`config.mk`:
```
export PLATFORM = sky130hd
export DESIGN_NAME = dmem_arbiter_flat
export DESIGN_NICKNAME = d
export VERILOG_FILES = /design/src/rtl/dmem_arbiter_if.sv /design/src/rtl/dmem_arbiter.sv /design/src/flat_wrapper.sv
export SDC_FILE = /design/constraint.sdc
export NUM_CORES = 1
export LEC_CHECK = 0
export ABC_AREA = 1
export CAP_MARGIN = 40
export CORE_AREA = 2 2 119 121
export CTS_BUF_LIST = sky130_fd_sc_hd__clkbuf_8
export CTS_CLUSTER_SIZE = 8
export DETAILED_ROUTE_END_ITERATION = 6
export DIE_AREA = 0 0 121 123
export GPL_ROUTABILITY_DRIVEN = 0
export GPL_TIMING_DRIVEN = 0
export PLACE_DENSITY = 0.78
export SKIP_CTS_REPAIR_TIMING = 1
export SYNTH_ARGS = -nofsm -noshare
export SYNTH_HDL_FRONTEND = slang
export SYNTH_SLANG_ARGS = --single-unit
```
`constraint.sdc`:
```
create_clock -name clk -period 3.41 [get_ports clk]
set_input_delay 0.8525 -clock clk [delete_from_list [all_inputs] [get_ports clk]]
set_output_delay 0.8525 -clock clk [all_outputs]
set_load 0.01 [all_outputs]
```
`src/rtl/dmem_arbiter_if.sv`:
```
// Bus bundle between the two requesters, the arbiter and the single-ported data memory.
interface dmem_arbiter_if;
  logic        req0, req1, we0, we1, uns0, uns1;
  logic [31:0] addr0, addr1, wdata0, wdata1;
  logic [1:0]  size0, size1;
  logic        gnt0, gnt1, rvalid0, rvalid1;
  logic [31:0] rdata0, rdata1;
  logic [31:0] mem_addr, mem_wdata, mem_rdata;
  logic        mem_we;
  logic [1:0]  mem_size;

  modport slave (
    input  req0, req1, we0, we1, uns0, uns1, addr0, addr1, wdata0, wdata1, size0, size1, mem_rdata,
    output gnt0, gnt1, rvalid0, rvalid1, rdata0, rdata1, mem_addr, mem_wdata, mem_we, mem_size
  );

  modport master (
    output req0, req1, we0, we1, uns0, uns1, addr0, addr1, wdata0, wdata1, size0, size1, mem_rdata,
    input  gnt0, gnt1, rvalid0, rvalid1, rdata0, rdata1, mem_addr, mem_wdata, mem_we, mem_size
  );
endinterface

```
`src/rtl/dmem_arbiter.sv`:
```
// Round-robin, burst-bounded arbiter sharing one data memory between two ports,
// with a registered, size-extended load response per port.

module dmem_arbiter_lane (
  input  logic        clk,
  input  logic        rst,
  input  logic        cap,
  input  logic [31:0] word,
  input  logic [1:0]  size,
  input  logic        uns,
  output logic        rvalid,
  output logic [31:0] rdata
);
  logic [31:0] word_q;
  logic [1:0]  size_q;
  logic        uns_q;

  // Captured fields hold between loads so rdata stays stable until the next response.
  always_ff @(posedge clk or posedge rst)
    if (rst) begin
      rvalid <= 1'b0;
      word_q <= '0;
      size_q <= 2'b10;
      uns_q  <= 1'b0;
    end else begin
      rvalid <= cap;
      if (cap) begin
        word_q <= word;
        size_q <= size;
        uns_q  <= uns;
      end
    end

  always_comb begin
    case (size_q)
      2'b00:   rdata = {{24{~uns_q & word_q[7]}},  word_q[7:0]};
      2'b01:   rdata = {{16{~uns_q & word_q[15]}}, word_q[15:0]};
      default: rdata = word_q;
    endcase
  end
endmodule

module dmem_arbiter #(
  parameter int unsigned MAX_BURST = 4
) (
  input logic           clk,
  input logic           rst,
  dmem_arbiter_if.slave bus
);
  localparam int         NUM_PORTS = 2;
  localparam logic [3:0] MAXB      = 4'(MAX_BURST);

  typedef struct packed {
    logic        we;
    logic [31:0] addr;
    logic [31:0] wdata;
    logic [1:0]  size;
    logic        uns;
  } req_t;

  typedef enum logic [1:0] {IDLE = 2'd0, OWN0 = 2'd1, OWN1 = 2'd2} state_t;

  logic [NUM_PORTS-1:0]       req, gnt, rvalid;
  logic [NUM_PORTS-1:0][31:0] rdata;
  req_t [NUM_PORTS-1:0]       rq;
  req_t                       sel;

  state_t     state, state_n;
  logic [3:0] cnt, cnt_n;
  logic       gv, gp;

  assign req   = {bus.req1, bus.req0};
  assign rq[0] = {bus.we0, bus.addr0, bus.wdata0, bus.size0, bus.uns0};
  assign rq[1] = {bus.we1, bus.addr1, bus.wdata1, bus.size1, bus.uns1};

  always_ff @(posedge clk or posedge rst)
    if (rst) begin
      state <= IDLE;
      cnt   <= '0;
    end else begin
      state <= state_n;
      cnt   <= cnt_n;
    end

  // Contention only moves off the owner once it has used its full burst.
  always_comb begin
    gv      = |req;
    gp      = 1'b0;
    state_n = IDLE;
    cnt_n   = '0;
    if (req == 2'b10)
      gp = 1'b1;
    else if (req == 2'b11)
      case (state)
        OWN0:    gp = (cnt >= MAXB);
        OWN1:    gp = (cnt <  MAXB);
        default: gp = 1'b0;
      endcase
    if (gv) begin
      state_n = gp ? OWN1 : OWN0;
      if (state_n == state) cnt_n = (cnt >= MAXB) ? MAXB : cnt + 4'd1;
      else                  cnt_n = 4'd1;
    end
  end

  always_comb begin
    sel           = rq[gp];
    gnt           = '0;
    bus.mem_we    = 1'b0;
    bus.mem_addr  = '0;
    bus.mem_wdata = '0;
    bus.mem_size  = 2'b10;
    if (gv) begin
      gnt[gp]       = 1'b1;
      bus.mem_we    = sel.we;
      bus.mem_addr  = sel.addr;
      bus.mem_wdata = sel.wdata;
      bus.mem_size  = (sel.size == 2'b11) ? 2'b10 : sel.size;
    end
  end

  for (genvar p = 0; p < NUM_PORTS; p++) begin : g_lane
    dmem_arbiter_lane u_lane (
      .clk    (clk),
      .rst    (rst),
      .cap    (gnt[p] & ~rq[p].we),
      .word   (bus.mem_rdata),
      .size   (rq[p].size),
      .uns    (rq[p].uns),
      .rvalid (rvalid[p]),
      .rdata  (rdata[p])
    );
  end

  assign bus.gnt0    = gnt[0];
  assign bus.gnt1    = gnt[1];
  assign bus.rvalid0 = rvalid[0];
  assign bus.rvalid1 = rvalid[1];
  assign bus.rdata0  = rdata[0];
  assign bus.rdata1  = rdata[1];
endmodule

```
`src/flat_wrapper.sv`:
```
// flat-port wrapper written by rule: the top's interface ports become plain ports
module dmem_arbiter_flat 
#(
  parameter int unsigned MAX_BURST = 4
)
  (clk, rst, bus_req0, bus_req1, bus_we0, bus_we1, bus_uns0, bus_uns1, bus_addr0, bus_addr1, bus_wdata0, bus_wdata1, bus_size0, bus_size1, bus_mem_rdata, bus_gnt0, bus_gnt1, bus_rvalid0, bus_rvalid1, bus_rdata0, bus_rdata1, bus_mem_addr, bus_mem_wdata, bus_mem_we, bus_mem_size);
  dmem_arbiter_if bus_i ();
  input logic clk;
  input logic rst;
  input wire logic [$bits(bus_i.req0)-1:0] bus_req0;
  input wire logic [$bits(bus_i.req1)-1:0] bus_req1;
  input wire logic [$bits(bus_i.we0)-1:0] bus_we0;
  input wire logic [$bits(bus_i.we1)-1:0] bus_we1;
  input wire logic [$bits(bus_i.uns0)-1:0] bus_uns0;
  input wire logic [$bits(bus_i.uns1)-1:0] bus_uns1;
  input wire logic [$bits(bus_i.addr0)-1:0] bus_addr0;
  input wire logic [$bits(bus_i.addr1)-1:0] bus_addr1;
  input wire logic [$bits(bus_i.wdata0)-1:0] bus_wdata0;
  input wire logic [$bits(bus_i.wdata1)-1:0] bus_wdata1;
  input wire logic [$bits(bus_i.size0)-1:0] bus_size0;
  input wire logic [$bits(bus_i.size1)-1:0] bus_size1;
  input wire logic [$bits(bus_i.mem_rdata)-1:0] bus_mem_rdata;
  output wire logic [$bits(bus_i.gnt0)-1:0] bus_gnt0;
  output wire logic [$bits(bus_i.gnt1)-1:0] bus_gnt1;
  output wire logic [$bits(bus_i.rvalid0)-1:0] bus_rvalid0;
  output wire logic [$bits(bus_i.rvalid1)-1:0] bus_rvalid1;
  output wire logic [$bits(bus_i.rdata0)-1:0] bus_rdata0;
  output wire logic [$bits(bus_i.rdata1)-1:0] bus_rdata1;
  output wire logic [$bits(bus_i.mem_addr)-1:0] bus_mem_addr;
  output wire logic [$bits(bus_i.mem_wdata)-1:0] bus_mem_wdata;
  output wire logic [$bits(bus_i.mem_we)-1:0] bus_mem_we;
  output wire logic [$bits(bus_i.mem_size)-1:0] bus_mem_size;
  assign bus_i.req0 = bus_req0;
  assign bus_i.req1 = bus_req1;
  assign bus_i.we0 = bus_we0;
  assign bus_i.we1 = bus_we1;
  assign bus_i.uns0 = bus_uns0;
  assign bus_i.uns1 = bus_uns1;
  assign bus_i.addr0 = bus_addr0;
  assign bus_i.addr1 = bus_addr1;
  assign bus_i.wdata0 = bus_wdata0;
  assign bus_i.wdata1 = bus_wdata1;
  assign bus_i.size0 = bus_size0;
  assign bus_i.size1 = bus_size1;
  assign bus_i.mem_rdata = bus_mem_rdata;
  assign bus_gnt0 = bus_i.gnt0;
  assign bus_gnt1 = bus_i.gnt1;
  assign bus_rvalid0 = bus_i.rvalid0;
  assign bus_rvalid1 = bus_i.rvalid1;
  assign bus_rdata0 = bus_i.rdata0;
  assign bus_rdata1 = bus_i.rdata1;
  assign bus_mem_addr = bus_i.mem_addr;
  assign bus_mem_wdata = bus_i.mem_wdata;
  assign bus_mem_we = bus_i.mem_we;
  assign bus_mem_size = bus_i.mem_size;
  dmem_arbiter #(.MAX_BURST(MAX_BURST)) u_core (.clk(clk), .rst(rst), .bus(bus_i));
endmodule
```
==> results of run 1 <==
[area by class of cell]
cell class	instances	area share
sequential	78	0.231
clock inverter	4	0.00193
multi-input combinational	551	0.270
buffer	58	0.0562
tap	180	0.0267
clock buffer	12	0.0196
timing repair buffer	309	0.383
inverter	24	0.0110
[routing by layer]
metal / vias up / part of all wire / GRT usage
li1: 2795 / - / -
met2: 210 / 0.52 / 0.416
met5: - / 0 / 0
met3: 34 / 0.064 / 0.0517
met4: 0 / 0.029 / 0.0828
met1: 2494 / 0.39 / 0.279
[layout by cell type (no fill, tap or decap), types with 2 or more instances in the layout]
master | synthesis | final
sky130_fd_sc_hd__nand2_1 | 479 | 478
sky130_fd_sc_hd__clkdlybuf4s50_1 | 0 | 254
sky130_fd_sc_hd__dfrtp_1 | 76 | 76
sky130_fd_sc_hd__dlymetal6s2s_1 | 0 | 52
sky130_fd_sc_hd__nand4_1 | 35 | 35
sky130_fd_sc_hd__buf_4 | 25 | 26
sky130_fd_sc_hd__inv_1 | 21 | 22
sky130_fd_sc_hd__buf_6 | 13 | 13
sky130_fd_sc_hd__clkbuf_8 | 0 | 12
sky130_fd_sc_hd__nor2_1 | 10 | 10
sky130_fd_sc_hd__nand3_1 | 9 | 9
sky130_fd_sc_hd__buf_2 | 13 | 7
sky130_fd_sc_hd__clkbuf_1 | 8 | 6
sky130_fd_sc_hd__inv_2 | 3 | 4
sky130_fd_sc_hd__nand2_2 | 2 | 3
sky130_fd_sc_hd__o21ai_0 | 3 | 3
sky130_fd_sc_hd__buf_8 | 0 | 3
sky130_fd_sc_hd__ha_1 | 3 | 3
sky130_fd_sc_hd__clkbuf_4 | 0 | 2
sky130_fd_sc_hd__or2_2 | 2 | 2
sky130_fd_sc_hd__nor2_4 | 2 | 2
sky130_fd_sc_hd__a31oi_4 | 2 | 2
sky130_fd_sc_hd__clkbuf_2 | 0 | 2
sky130_fd_sc_hd__dfstp_2 | 2 | 2
[tightest hold or removal path, cell delays in order, from the launching register on]
cell                      delay, ns
sky130_fd_sc_hd__dfrtp_1       0.34
sky130_fd_sc_hd__nand2_1       0.05
sky130_fd_sc_hd__nand2_1       0.04
[per-stage QoR]
step,setup slack (ns),instances,hold WS [ns],setup TNS (ns)
floorplan,0.566,712,0.442,0
global placement,-0.735,1198,0.453,-81.53
detailed placement,-0.572,1199,0.459,-27.33
CTS,-0.569,1215,0.476,-27.47
global route,-0.0152,1216,0.492,-0.0152
finish,0.122,1216,0.473,0
[synth_stat cells, drive strengths merged]
master,count
nand2,481
dfrtp,76
buf,51
nand4,35
inv,24
nor2,13
nand3,10
clkbuf,8
ha,3
o21ai,3
a31oi,2
dfstp,2
or2,2
conb,1
nand3b,1
[power breakdown]
part / switching [mW] / leakage, nW / internal, mW
logic: 0.770 / 3.82 / 0.919
clock network: 0.333 / 0.106 / 0.316
registers: 0.101 / 0.965 / 1.09
total: 1.20 / 4.89 / 2.32
[worst max path at each step]
stage,from,to,cells past startpoint
6_report,u_core.g_lane[0].u_lane.size_q[1]$_DFFE_PP1P_,bus_rdata0[30],8
4_1_cts,bus_req1,bus_mem_wdata[13],10
3_3_place_gp,rst,u_core.g_lane[1].u_lane.word_q[21]$_DFFE_PP0P_,2
2_1_floorplan,rst,u_core.cnt[0]$_DFF_PP0_,1
5_1_grt,u_core.state[1]$_DFF_PP0_,bus_mem_wdata[27],10
3_5_place_dp,bus_req1,bus_mem_wdata[13],10
[cell families after synthesis]
logic type      count (synthesis)
other cells                     1
simple gates                  542
fa+ha+maj                       3
compound gates                  5
flops                          78
buf+inv                        83
[registers in the layout, indices dropped and copies added, names as in the netlist]
name                         flops
u_core.g_lane.u_lane.rvalid      2
u_core.g_lane.u_lane.uns_q       2
u_core.g_lane.u_lane.size_q      4
u_core.cnt                       4
u_core.state                     2
u_core.g_lane.u_lane.word_q     64
==> out/results.txt, run 1 <==
Multi-input gate area in the final layout = 2280 um2
Sequential fraction of the synthesis area = 0.411
Leakage component of the power = 4.89 nW
Clk slew on worst S/H paths = 0.08 ns
Router iterations before antenna repair = 4
Wire length of the first global-routing pass = 27000 um
Inserted Clock Buffers = 9
Part of the cycle the worst path needs = 0.964
Stage delay of the slowest cell on the critical path = 0.53 ns
Final cell utilization of the core = 0.620
Fraction of layout instances using a drive strength above 1 = 0.0830
Max Clock Freq = 304 MHz
Detailed-route vias per instance = 4.55
Cell Area, Placed = 8070 um2
IO buf count = 306
Measured slew at the worst slew-check pin = 0.588 ns
Estimated wirelength of the detail-placed design = 14300 um
Total of fill cells in the finished design = 1233
Overall die area = 14900 um2
Reg2reg start = u_core.state[0]$_DFF_PP0_
Max IR drop VDD = 0.000187 V
Synthesized netlist net count = 887
Power density over the cells = 418 nW/um2
Endpoint of the lowest-slack register-to-register path = u_core.g_lane[1].u_lane.uns_q$_DFFE_PP0P_
Setup slack on the worst flop-to-flop path = 1.66 ns
Global routing usage summed across all routing layers = 0.234
Mapped Area = 4750 um2
Result of the run = completed
Antenna Violating Nets Remaining = 0
Row count = 43
Final hold violations = 0
Slowest stage cell on the critical path = sky130_fd_sc_hd__dfstp_2
Grt ovf = 0
Area fraction in compound gates after synthesis = 0.0121
Final number of setup-violating endpoints = 0
Width of the die = 121 um
Tot Pwr = 3.53 mW
Main area contributors after synthesis = sky130_fd_sc_hd__dfrtp_1 40%, sky130_fd_sc_hd__nand2_1 38%, sky130_fd_sc_hd__nand4_1 4.6%, sky130_fd_sc_hd__buf_4 4.0%, sky130_fd_sc_hd__buf_6 3.1%
Synthesized-area fraction occupied by xor and xnor cells = 0
Warnings from Yosys = 0
Number of synthesized register bits = 78
Max H-tree Level = 3
Placeable core area = 13600 um2
Final net count = 1206
Area overhead of the layout relative to synthesis = 77.7%
Share of synthesized area spent on multiplexers = 0
Number of global-route vias before repair = 5248
TritonCTS clock tree = done
Worst Setup End Kind = output port
Nature of the critical path startpoint = register
Class of the most critical hold timing path = register to register
DRC viols = 0
Post-synthesis cell count = 712
Worst min-delay path endpoint = u_core.g_lane[0].u_lane.word_q[20]$_DFFE_PP0P_
Arr. time, crit path = 2.44 ns
Total count of max-transition violations in the final report = 0
Final standard cell area without fillers = 8440 um2
Portion of synthesized cell area occupied by the leading cell type = 0.400
Pin count of the biggest net entering global routing = 61
Antenna violations before repair = 0
Combinational family with the most area after synthesis = simple AND/OR/NAND/NOR gates
Required time of the worst setup path = 2.56 ns
Hold path startpoint = u_core.g_lane[0].u_lane.word_q[20]$_DFFE_PP0P_
Series of cell instances along the critical path = buf_6 > or2_2 > buf_2 > nor2_4 > a31oi_4 > buf_6 > nand2_1 > clkdlybuf4s50_1
Logic depth of the worst register-to-register path = 10
CP dominant cell by count = sky130_fd_sc_hd__buf_6
Synth cell types = 22
Synthesized-area fraction occupied by and/or/nand/nor cells = 0.459
Per-cell routed wire length = 14.7 um
Number of inserted diodes = 0
Effective utilization at floorplan = 0.349
Adder-cell share of the synthesized area = 0.00790
Setup CP Type = register to output port
Aggregate routed wire length = 17800 um
Detailed Route Iter0 Violations = 321
Worst-path fanout max = 10
Worst clock skew on the final layout = 0.00965 ns
Area taken by flip-flops and latches = 1950 um2
Buffer and inverter count on the worst path = 4
Time the worst path needs with I/O delays and setup = 3.29 ns
Clock buffer depth = 2
Syn Area/Cell = 6.67 um2
Clock root buffer = sky130_fd_sc_hd__clkbuf_8
Clock latency on the worst-skew pair = 0.36 ns
Die span in y = 123 um
Sink count of the clock tree = 78
Slew headroom = 0.608
Post-synth top area cell = sky130_fd_sc_hd__dfrtp_1
Family with the most delay on the worst path = buffers and inverters
I/O pin cnt = 307
Number of vias in the routed layout = 5533
Worst hold path depth = 2
Reported max-cap violation count = 0
Power figures use the tool's default switching activity.
==> run 2, diff against run 1 <==
--- a/config.mk
+++ b/config.mk
@@ -7,15 +7,16 @@
 export LEC_CHECK = 0
 export ABC_AREA = 1
 export CAP_MARGIN = 40
-export CORE_AREA = 2 2 119 121
+export CORE_AREA = 2 2 118 120
 export CTS_BUF_LIST = sky130_fd_sc_hd__clkbuf_8
 export CTS_CLUSTER_SIZE = 8
 export DETAILED_ROUTE_END_ITERATION = 6
-export DIE_AREA = 0 0 121 123
+export DIE_AREA = 0 0 120 122
 export GPL_ROUTABILITY_DRIVEN = 0
 export GPL_TIMING_DRIVEN = 0
-export PLACE_DENSITY = 0.78
+export PLACE_DENSITY = 0.79
 export SKIP_CTS_REPAIR_TIMING = 1
+export SLEW_MARGIN = 10
 export SYNTH_ARGS = -nofsm -noshare
 export SYNTH_HDL_FRONTEND = slang
 export SYNTH_SLANG_ARGS = --single-unit
==> constraint.sdc (replaced) <==
create_clock -name clk -period 3.79 [get_ports clk]
set_input_delay 0.9475 -clock clk [delete_from_list [all_inputs] [get_ports clk]]
set_output_delay 0.9475 -clock clk [all_outputs]
set_load 0.01 [all_outputs]
==> out/results.txt, run 2 (synthesis gave the netlist of run 1 again) <==
Worst clock skew on the final layout = 0.00573 ns
Final net count = 1205
Reg2reg start = u_core.state[0]$_DFF_PP0_
Effective utilization at floorplan = 0.352
Clock buffer depth = 2
Worst-path fanout max = 10
Cell Area, Placed = 8070 um2
Number of vias in the routed layout = 5549
Setup slack on the worst flop-to-flop path = 2.05 ns
Detailed-route vias per instance = 4.57
Endpoint of the lowest-slack register-to-register path = u_core.g_lane[1].u_lane.word_q[19]$_DFFE_PP0P_
Power density over the cells = 402 nW/um2
Class of the most critical hold timing path = register to register
Part of the cycle the worst path needs = 0.938
Capture point of the worst path = bus_mem_wdata[19]
Antenna Violating Nets Remaining = 0
TritonCTS clock tree = done
DRC viols = 0
Row count = 43
IO buf count = 306
Leakage component of the power = 4.32 nW
Grt ovf = 0
Max H-tree Level = 3
Arr. time, crit path = 2.61 ns
Wire length of the first global-routing pass = 27600 um
Required time of the worst setup path = 2.84 ns
Logic depth of the worst register-to-register path = 10
Number of flip-flops in the largest register = 64
Number of global-route vias before repair = 5363
Worst setup path startpoint = bus_req1
Measured slew at the worst slew-check pin = 0.560 ns
Placeable core area = 13500 um2
Final number of setup-violating endpoints = 0
Router iterations before antenna repair = 5
Fraction of layout instances using a drive strength above 1 = 0.0850
Clock root buffer = sky130_fd_sc_hd__clkbuf_8
Detailed Route Iter0 Violations = 366
I/O pin cnt = 307
Total count of max-transition violations in the final report = 0
Multi-input gate area in the final layout = 2280 um2
Largest registers in the final layout = u_core.g_lane.u_lane.word_q x64, u_core.cnt x4, u_core.g_lane.u_lane.size_q x4
Total of fill cells in the finished design = 1206
Sink count of the clock tree = 78
Estimated wirelength of the detail-placed design = 14300 um
Nature of the critical path startpoint = input port
Time the worst path needs with I/O delays and setup = 3.55 ns
Final hold violations = 0
Pin count of the biggest net entering global routing = 61
Area taken by flip-flops and latches = 1950 um2
Max IR drop VDD = 0.000222 V
Per-cell routed wire length = 14.8 um
Worst Setup End Kind = output port
Max Clock Freq = 281 MHz
Aggregate routed wire length = 18000 um
Inserted Clock Buffers = 9
Clk slew on worst S/H paths = 0.08 ns
Area overhead of the layout relative to synthesis = 75.8%
Result of the run = completed
Most frequent cells in the layout = 478 x sky130_fd_sc_hd__nand2_1, 303 x sky130_fd_sc_hd__clkdlybuf4s50_1, 76 x sky130_fd_sc_hd__dfrtp_1
Overall die area = 14600 um2
Die span in y = 122 um
Slew headroom = 0.626
Setup CP Type = input port to output port
Antenna violations before repair = 0
Global routing usage summed across all routing layers = 0.243
Worst hold margin = 0.476 ns
Reported max-cap violation count = 0
Clock latency on the worst-skew pair = 0.36 ns
Final standard cell area without fillers = 8350 um2
RSZ-0062 raised after global routing = no
Width of the die = 120 um
Number of inserted diodes = 0
Register with the most flip-flops = u_core.g_lane.u_lane.word_q
Commonest non-fill, non-tap cell in the layout = sky130_fd_sc_hd__nand2_1
-- run 2: cell types whose count changed in the layout (fill, tap and decap cells not counted), sizes merged --
cell           before  now
dlymetal6s2s       52    3
bufinv              0    3
clkbuf             22   17
clkinvlp            0    1
inv                27   24
clkinv              1    3
clkdlybuf4s50     254  303
buf                51   52
-- run 2: metal layers --
layer  up-vias  share of wire  track usage
met5         -              0            0
met4         0          0.031        0.101
met3        30          0.077       0.0548
met2       241           0.52        0.441
met1      2481           0.37        0.273
li1       2797              -            -
-- run 2: critical path, cell delays in order --
cell and delay, ns:
sky130_fd_sc_hd__dlymetal6s2s_1 0.23, sky130_fd_sc_hd__nor2_1 0.11, sky130_fd_sc_hd__inv_2 0.13, sky130_fd_sc_hd__nand2_1 0.08
sky130_fd_sc_hd__inv_2 0.06, sky130_fd_sc_hd__buf_6 0.16, sky130_fd_sc_hd__buf_6 0.18, sky130_fd_sc_hd__nand2_1 0.09
sky130_fd_sc_hd__nand2_1 0.06, sky130_fd_sc_hd__clkdlybuf4s50_1 0.55
-- run 2: area by class of cell --
cell class	count	area share
Multi-Input combinational cell	551	0.273
Sequential cell	78	0.234
Tap cell	180	0.0270
Timing Repair Buffer	307	0.371
Clock inverter	7	0.0135
Buffer	59	0.0556
Clock buffer	9	0.0148
Inverter	24	0.0111
-- run 2: through the flow --
stage	TNS [ns]	setup slack [ns]	cells	total power, mW	util
4_1_cts	-14.37	-0.365	1215	3.37	0.615
6_report	0	0.236	1215	3.35	0.618
5_1_grt	0	0.0946	1215	3.54	0.618
2_1_floorplan	0	0.851	712	1.74	-
3_5_place_dp	-14.48	-0.369	1199	2.61	0.598
3_3_place_gp	-46.07	-0.425	1198	2.59	0.595
-- run 2: worst min path at each step --
stage	to	slack [ns]	start	depth (start not counted)
after floorplan	u_core.g_lane[0].u_lane.word_q[10]$_DFFE_PP0P_	0.44	u_core.g_lane[0].u_lane.word_q[10]$_DFFE_PP0P_	2
after global placement	u_core.g_lane[0].u_lane.word_q[13]$_DFFE_PP0P_	0.45	u_core.g_lane[0].u_lane.word_q[13]$_DFFE_PP0P_	2
after detailed placement	u_core.g_lane[0].u_lane.word_q[10]$_DFFE_PP0P_	0.46	u_core.g_lane[0].u_lane.word_q[10]$_DFFE_PP0P_	2
after CTS	u_core.g_lane[0].u_lane.word_q[10]$_DFFE_PP0P_	0.48	u_core.g_lane[0].u_lane.word_q[10]$_DFFE_PP0P_	2
after global routing	u_core.g_lane[1].u_lane.word_q[27]$_DFFE_PP0P_	0.50	u_core.g_lane[1].u_lane.word_q[27]$_DFFE_PP0P_	2
final	u_core.g_lane[0].u_lane.word_q[10]$_DFFE_PP0P_	0.48	u_core.g_lane[0].u_lane.word_q[10]$_DFFE_PP0P_	2
-- run 2: power breakdown --
group / switching (mW) / leakage (nW) / internal [mW] / total [mW]
Combinational: 0.693 / 3.23 / 0.834 / 1.53
Sequential: 0.0922 / 0.965 / 0.981 / 1.07
Clock: 0.319 / 0.119 / 0.434 / 0.753
